===== config.mk =====
export PLATFORM = sky130hd
export DESIGN_NAME = voice_allocator
export DESIGN_NICKNAME = d
export VERILOG_FILES = /design/src/rtl/voice_allocator_pkg.sv /design/src/rtl/voice_allocator_pick.sv /design/src/rtl/voice_allocator.sv
export SDC_FILE = /design/constraint.sdc
export NUM_CORES = 1
export LEC_CHECK = 0
export CAP_MARGIN = 25
export CORE_MARGIN = 3
export CORE_UTILIZATION = 40
export CTS_BUF_LIST = sky130_fd_sc_hd__clkbuf_8
export DETAILED_ROUTE_END_ITERATION = 10
export PLACE_DENSITY_LB_ADDON = 0.1
export SYNTH_ARGS = -nofsm -noshare
export SYNTH_HDL_FRONTEND = slang
export SYNTH_SLANG_ARGS = --single-unit

===== constraint.sdc =====
create_clock -name clk -period 12.1 [get_ports clk]
set_clock_uncertainty 0.1 [all_clocks]
set_input_delay 3.025 -clock clk [delete_from_list [all_inputs] [get_ports clk]]
set_output_delay 3.025 -clock clk [all_outputs]
set_load 0.005 [all_outputs]

===== src/rtl/voice_allocator_pkg.sv =====
// Shared constants and state encoding for the MIDI voice allocator.
// The parser and the victim picker both build on these definitions.
package voice_allocator_pkg;

  localparam logic [7:0] MIDI_NOTE_OFF    = 8'h80;
  localparam logic [7:0] MIDI_NOTE_ON     = 8'h90;
  localparam logic [7:0] MIDI_STATUS_MASK = 8'hF0;
  localparam logic [7:0] AGE_MAX          = 8'hFF;

  typedef enum logic [2:0] {
    IDLE,
    DATA1,
    DATA2,
    ALLOC,
    SEND0,
    SEND1,
    SEND2
  } state_t;

  // Note-on or note-off on any channel (omni mode).
  function automatic logic is_note_status(input logic [7:0] b);
    return ((b & MIDI_STATUS_MASK) == MIDI_NOTE_OFF) ||
           ((b & MIDI_STATUS_MASK) == MIDI_NOTE_ON);
  endfunction

endpackage


===== src/rtl/voice_allocator_pick.sv =====
// Combinational victim selection: retrigger a voice already holding the note,
// else the lowest free voice, else steal the oldest busy voice (ties to lowest index).
module voice_pick #(
  parameter  int NUM_VOICES = 4,
  localparam int IDX_W      = $clog2(NUM_VOICES)
) (
  input  logic [NUM_VOICES-1:0] i_busy,
  input  logic [6:0]            i_note [NUM_VOICES],
  input  logic [7:0]            i_age  [NUM_VOICES],
  input  logic [6:0]            i_req_note,
  output logic [IDX_W-1:0]      o_index,
  output logic                  o_steal
);

  logic       w_found;
  logic [7:0] w_best_age;

  always_comb begin
    o_index    = '0;
    o_steal    = 1'b0;
    w_found    = 1'b0;
    w_best_age = i_age[0];
    for (int i = 0; i < NUM_VOICES; i++) begin
      if (!w_found && i_busy[i] && (i_note[i] == i_req_note)) begin
        o_index = IDX_W'(i);
        w_found = 1'b1;
      end
    end
    for (int i = 0; i < NUM_VOICES; i++) begin
      if (!w_found && !i_busy[i]) begin
        o_index = IDX_W'(i);
        w_found = 1'b1;
      end
    end
    // Strict greater-than keeps the lowest index on equal ages.
    if (!w_found) begin
      o_steal = 1'b1;
      for (int i = 1; i < NUM_VOICES; i++) begin
        if (i_age[i] > w_best_age) begin
          w_best_age = i_age[i];
          o_index    = IDX_W'(i);
        end
      end
    end
  end

endmodule


===== src/rtl/voice_allocator.sv =====
// MIDI note-on/off parser that assigns each note to one of NUM_VOICES voices
// and forwards the three-byte message to the chosen voice.
// Handshake: a byte on midi_data transfers on a rising edge where midi_valid and
// midi_ready are both high; midi_ready depends only on state, never on midi_valid.
module voice_allocator
  import voice_allocator_pkg::*;
#(
  parameter int NUM_VOICES = 4
) (
  input  logic                  clk,
  input  logic                  rst,
  input  logic [7:0]            midi_data,
  input  logic                  midi_valid,
  output logic                  midi_ready,
  output logic [7:0]            voice_data,
  output logic [NUM_VOICES-1:0] voice_valid,
  output logic [NUM_VOICES-1:0] voice_busy,
  output logic                  steal,
  output state_t                o_dbg_state
);

  localparam int IDX_W = $clog2(NUM_VOICES);

  state_t                r_state;
  state_t                w_next;
  logic                  r_is_on;
  logic [6:0]            r_note;
  logic [6:0]            r_vel;
  logic [IDX_W-1:0]      r_sel;
  logic [NUM_VOICES-1:0] r_busy;
  logic [6:0]            r_note_tab [NUM_VOICES];
  logic [7:0]            r_age      [NUM_VOICES];

  logic                  w_accept;
  logic [IDX_W-1:0]      w_pick_idx;
  logic                  w_pick_steal;
  logic [IDX_W-1:0]      w_off_idx;
  logic                  w_off_hit;

  assign midi_ready  = (r_state == IDLE) || (r_state == DATA1) || (r_state == DATA2);
  assign w_accept    = midi_valid && midi_ready;
  assign voice_busy  = r_busy;
  assign steal       = (r_state == ALLOC) && r_is_on && w_pick_steal;
  assign o_dbg_state = r_state;

  voice_pick #(.NUM_VOICES(NUM_VOICES)) u_pick (
    .i_busy     (r_busy),
    .i_note     (r_note_tab),
    .i_age      (r_age),
    .i_req_note (r_note),
    .o_index    (w_pick_idx),
    .o_steal    (w_pick_steal)
  );

  always_comb begin
    w_off_hit = 1'b0;
    w_off_idx = '0;
    for (int i = 0; i < NUM_VOICES; i++) begin
      if (!w_off_hit && r_busy[i] && (r_note_tab[i] == r_note)) begin
        w_off_hit = 1'b1;
        w_off_idx = IDX_W'(i);
      end
    end
  end

  always_ff @(posedge clk or posedge rst) begin
    if (rst) r_state <= IDLE;
    else     r_state <= w_next;
  end

  always_comb begin
    w_next = r_state;
    case (r_state)
      IDLE, DATA1, DATA2: begin
        // A status byte restarts the parse from any parse state.
        if (w_accept) begin
          if (midi_data[7])            w_next = is_note_status(midi_data) ? DATA1 : IDLE;
          else if (r_state == DATA1)   w_next = DATA2;
          else if (r_state == DATA2)   w_next = ALLOC;
        end
      end
      ALLOC:   w_next = (r_is_on || w_off_hit) ? SEND0 : IDLE;
      SEND0:   w_next = SEND1;
      SEND1:   w_next = SEND2;
      SEND2:   w_next = IDLE;
      default: w_next = IDLE;
    endcase
  end

  always_comb begin
    voice_data  = '0;
    voice_valid = '0;
    case (r_state)
      SEND0: voice_data = r_is_on ? MIDI_NOTE_ON : MIDI_NOTE_OFF;
      SEND1: voice_data = {1'b0, r_note};
      SEND2: voice_data = r_is_on ? {1'b0, r_vel} : 8'h00;
      default: voice_data = '0;
    endcase
    if ((r_state == SEND0) || (r_state == SEND1) || (r_state == SEND2))
      voice_valid = NUM_VOICES'(1) << r_sel;
  end

  always_ff @(posedge clk or posedge rst) begin
    if (rst) begin
      r_is_on <= 1'b0;
      r_note  <= '0;
      r_vel   <= '0;
      r_sel   <= '0;
      r_busy  <= '0;
      for (int i = 0; i < NUM_VOICES; i++) begin
        r_note_tab[i] <= '0;
        r_age[i]      <= '0;
      end
    end else begin
      if (w_accept) begin
        // A zero-velocity note-on is folded into a note-off here.
        if (midi_data[7]) begin
          r_is_on <= ((midi_data & MIDI_STATUS_MASK) == MIDI_NOTE_ON);
        end else if (r_state == DATA1) begin
          r_note <= midi_data[6:0];
        end else if (r_state == DATA2) begin
          r_vel <= midi_data[6:0];
          if (midi_data[6:0] == 7'd0) r_is_on <= 1'b0;
        end
      end
      if (r_state == ALLOC) begin
        if (r_is_on) begin
          r_sel <= w_pick_idx;
          for (int i = 0; i < NUM_VOICES; i++) begin
            if (IDX_W'(i) == w_pick_idx) begin
              r_busy[i]     <= 1'b1;
              r_note_tab[i] <= r_note;
              r_age[i]      <= '0;
            end else if (r_busy[i] && (r_age[i] != AGE_MAX)) begin
              r_age[i] <= r_age[i] + 8'd1;
            end
          end
        end else if (w_off_hit) begin
          r_sel <= w_off_idx;
          for (int i = 0; i < NUM_VOICES; i++) begin
            if (IDX_W'(i) == w_off_idx) r_busy[i] <= 1'b0;
          end
        end
      end
    end
  end

endmodule

==> key figures <==
Status
  • Status: complete, no violations

Yosys
  • Post-synthesis sequential area ratio: 0.408
  • Number of synthesis warnings: 0
  • Post-synthesis instance area: ~0.005 mm^2
  • Synth area leader: dfrtp_1
  • Synthesized flop and latch total: 84
  • Post-synth top area share: 0.408
  • Most numerous cell in the Yosys netlist: dfrtp_1
  • Mapped Cells: 521
  • Avg Cell Area, Syn: around 9.9 um^2
  • Syn nets: 560
  • Async S/R FF share, synth: 1.00
  • Post-synth EDFFs: 0
  • Synth unique cells: 60
  • Commonest cells in the netlist: dfrtp_1, nor2_1, nand2_1
  • Synth area leaders: dfrtp_1, mux2_2, ha_1
  • Synth Flop Type: dfrtp_1

Final layout
  • Share of cells above drive strength 1: 0.138
  • Footprint of the multi-input gates: ~0.0029 mm^2
  • Fillers: roughly 1.2k
  • Syn-to-layout area delta: 13.0%
  • Final net count: between 500 and 600
  • Register Area: around 0.0021 mm^2
  • Non-Filler Instances: 720
  • Diodes inserted: 0
  • Fin util: 0.473

Setup path
  • Reg2Reg Launch Point: r_age[26]
  • R2R cell count: 25
  • Worst EP arrival: 6.76 ns
  • Critical path fanouts, max: 16
  • CP max-delay cell: or4b_4
  • R2R Setup Slk: between 5 and 6 ns
  • Family with the most delay on the worst path: simple AND/OR/NAND/NOR gates
  • Worst setup EP type: flop
  • WS Path Type: flop to flop
  • Worst reg2reg endpoint: r_note_tab[21]
  • CP Launch Point: r_age[26]
  • Critical Path Start Type: flop
  • Crit path required time: 12.26 ns
  • Worst path depth: 25
  • CP bufs+invs: 2
  • Slowest Stage Delay on Critical Path: 0.51 ns

Floorplanning
  • Die Ht: around 120 um
  • Num rows: 40
  • Core box area: 0.0123 mm^2
  • I/O pin count: 32
  • Die width: approximately 120 um
  • Initial Utilization: 0.418
  • Die area: 0.0143 mm^2

Job
  • Max-cap violation count: 0

STA
  • Final Setup Violations: 0
  • Slew @ Worst Pin: between 0.8 and 0.9 ns
  • Count of final hold-check violations: 0
  • Slew Limit Fails: 0
  • RSZ-0062 raised after global routing: false
  • Min Tclk post-route: 6.59 ns
  • Fmax: around 150 MHz
  • Crit share post-route: 0.545
  • Setup TNS: 0 ns
  • Worst slew margin: 0.434

Clock tree
  • Num CTS Buffers: 9
  • Clock Path Buffers: 2
  • Hold Buf Count CTS: 0
  • Clk sinks: 84
  • CTS tree: yes
  • Clock root buffer master: clkbuf_8
  • Post-CTS setup buffer count: 0
  • CTS clk-pin slew, worst paths: approximately 0.090 ns
  • H-tree levels: 3
  • Post_cts resized: 0
  • Clk_lat worst skew: approximately 0.37 ns

Detailed routing
  • Detail Route Antenna Nets: 0
  • DRT iter0 DRCs: 251
  • WL/cell: 16.4 um
  • Vias: 3,847
  • Drt pass-1 iters: 4
  • Final wirelength: between 10 and 15 mm
  • Remaining DRCs: 0
  • Vias per cell: between 5 and 6

Global route
  • Vias in the first global route: 3,880
  • Initial antenna violation count: 0
  • Largest net degree at the start of global routing: between 50 and 60
  • GRT overflow: 0
  • First-pass GRT wire length: 20.1 mm
  • Tot GR Track Use: 0.177

Hold path
  • Hold EP: r_vel[0]
  • Hold Crit Start: r_vel[0]
  • Hold Path Cell Cnt: 1
  • Worst min path class: flop to flop

Place
  • Count of input and output buffers: 31
  • GP Congestion: 0.889
  • Inst Count DP: between 700 and 800
  • DP HPWL: between 8 and 9 mm

Power
  • Leak: 0.00260 uW
  • Worst IR Drop VDD: slightly above 0.1 mV
  • Pwr Density: 149 mW/mm^2
## cell usage in the layout, fill, tap and decap left out, types with 20 or more instances in the layout
master / instances
dfrtp_1: 84
nor2_1: 57
nand2_1: 46
mux2_2: 40
xnor2_1: 31
clkdlybuf4s50_1: 31
ha_1: 28
o21ai_0: 23
nand4_1: 21
inv_1: 20
xor2_1: 20
## layer usage
metal  up-vias  track usage  routed length (um)
li1       1897            -                   -
met4         0       0.0394                 122
met3        10       0.0494                 389
met1      1893        0.231                5520
met2        47        0.292                5790
met5         -            0                   0
## report_power, final
group / switching (uW) / total (uW) / internal [uW]
Combinational: 104 / 226 / 122
Sequential: 81.3 / 406 / 325
Clock: 110 / 234 / 124
## logic make-up after synthesis
logic type,Yosys count,share of synthesized area
AND/OR/NAND/NOR,190,0.188
flip-flops,84,0.408
AO/OA/AOI/OAI,79,0.107
XOR/XNOR,51,0.0868
multiplexers,50,0.108
buffers and inverters,39,0.0348
adder cells (fa/ha/maj),28,0.0680
## metrics by stage
step                      setup WS (ns)  total power [uW]  area (um^2)  hold slack, ns
final                              5.51               866         5820           0.412
after floorplan                    6.01               567         5150           0.370
after detailed placement           5.28               640         5580           0.392
after global placement             5.58               637         5580           0.389
after CTS                          5.26               879         5810           0.413
after global routing               4.91               927         5820           0.435
## flip-flops by register name (all words and copies together) (netlist names)
| register | cells |
|---|---|
| o_dbg_state | 3 |
| r_age | 32 |
| r_is_on | 1 |
| voice_busy | 4 |
| r_note | 7 |
| r_note_tab | 28 |
| r_sel | 2 |
| r_vel | 7 |
## layout make-up
type / count / area share
clock buffers: 10 / 0.0237
clock inverters: 6 / 0.0163
inverters: 21 / 0.0138
multi-input cells: 398 / 0.493
flip-flops and latches: 84 / 0.361
well taps: 168 / 0.0361
repair buffers: 33 / 0.0559
## worst max-delay path by stage
| stage | end |
|---|---|
| 2_1_floorplan | r_note_tab[21] |
| 3_3_place_gp | r_note_tab[22] |
| 3_5_place_dp | r_note_tab[22] |
| 4_1_cts | r_note_tab[21] |
| 5_1_grt | r_note_tab[22] |
| 6_report | r_note_tab[21] |
No activity file was read; power rests on OpenSTA's default activity.
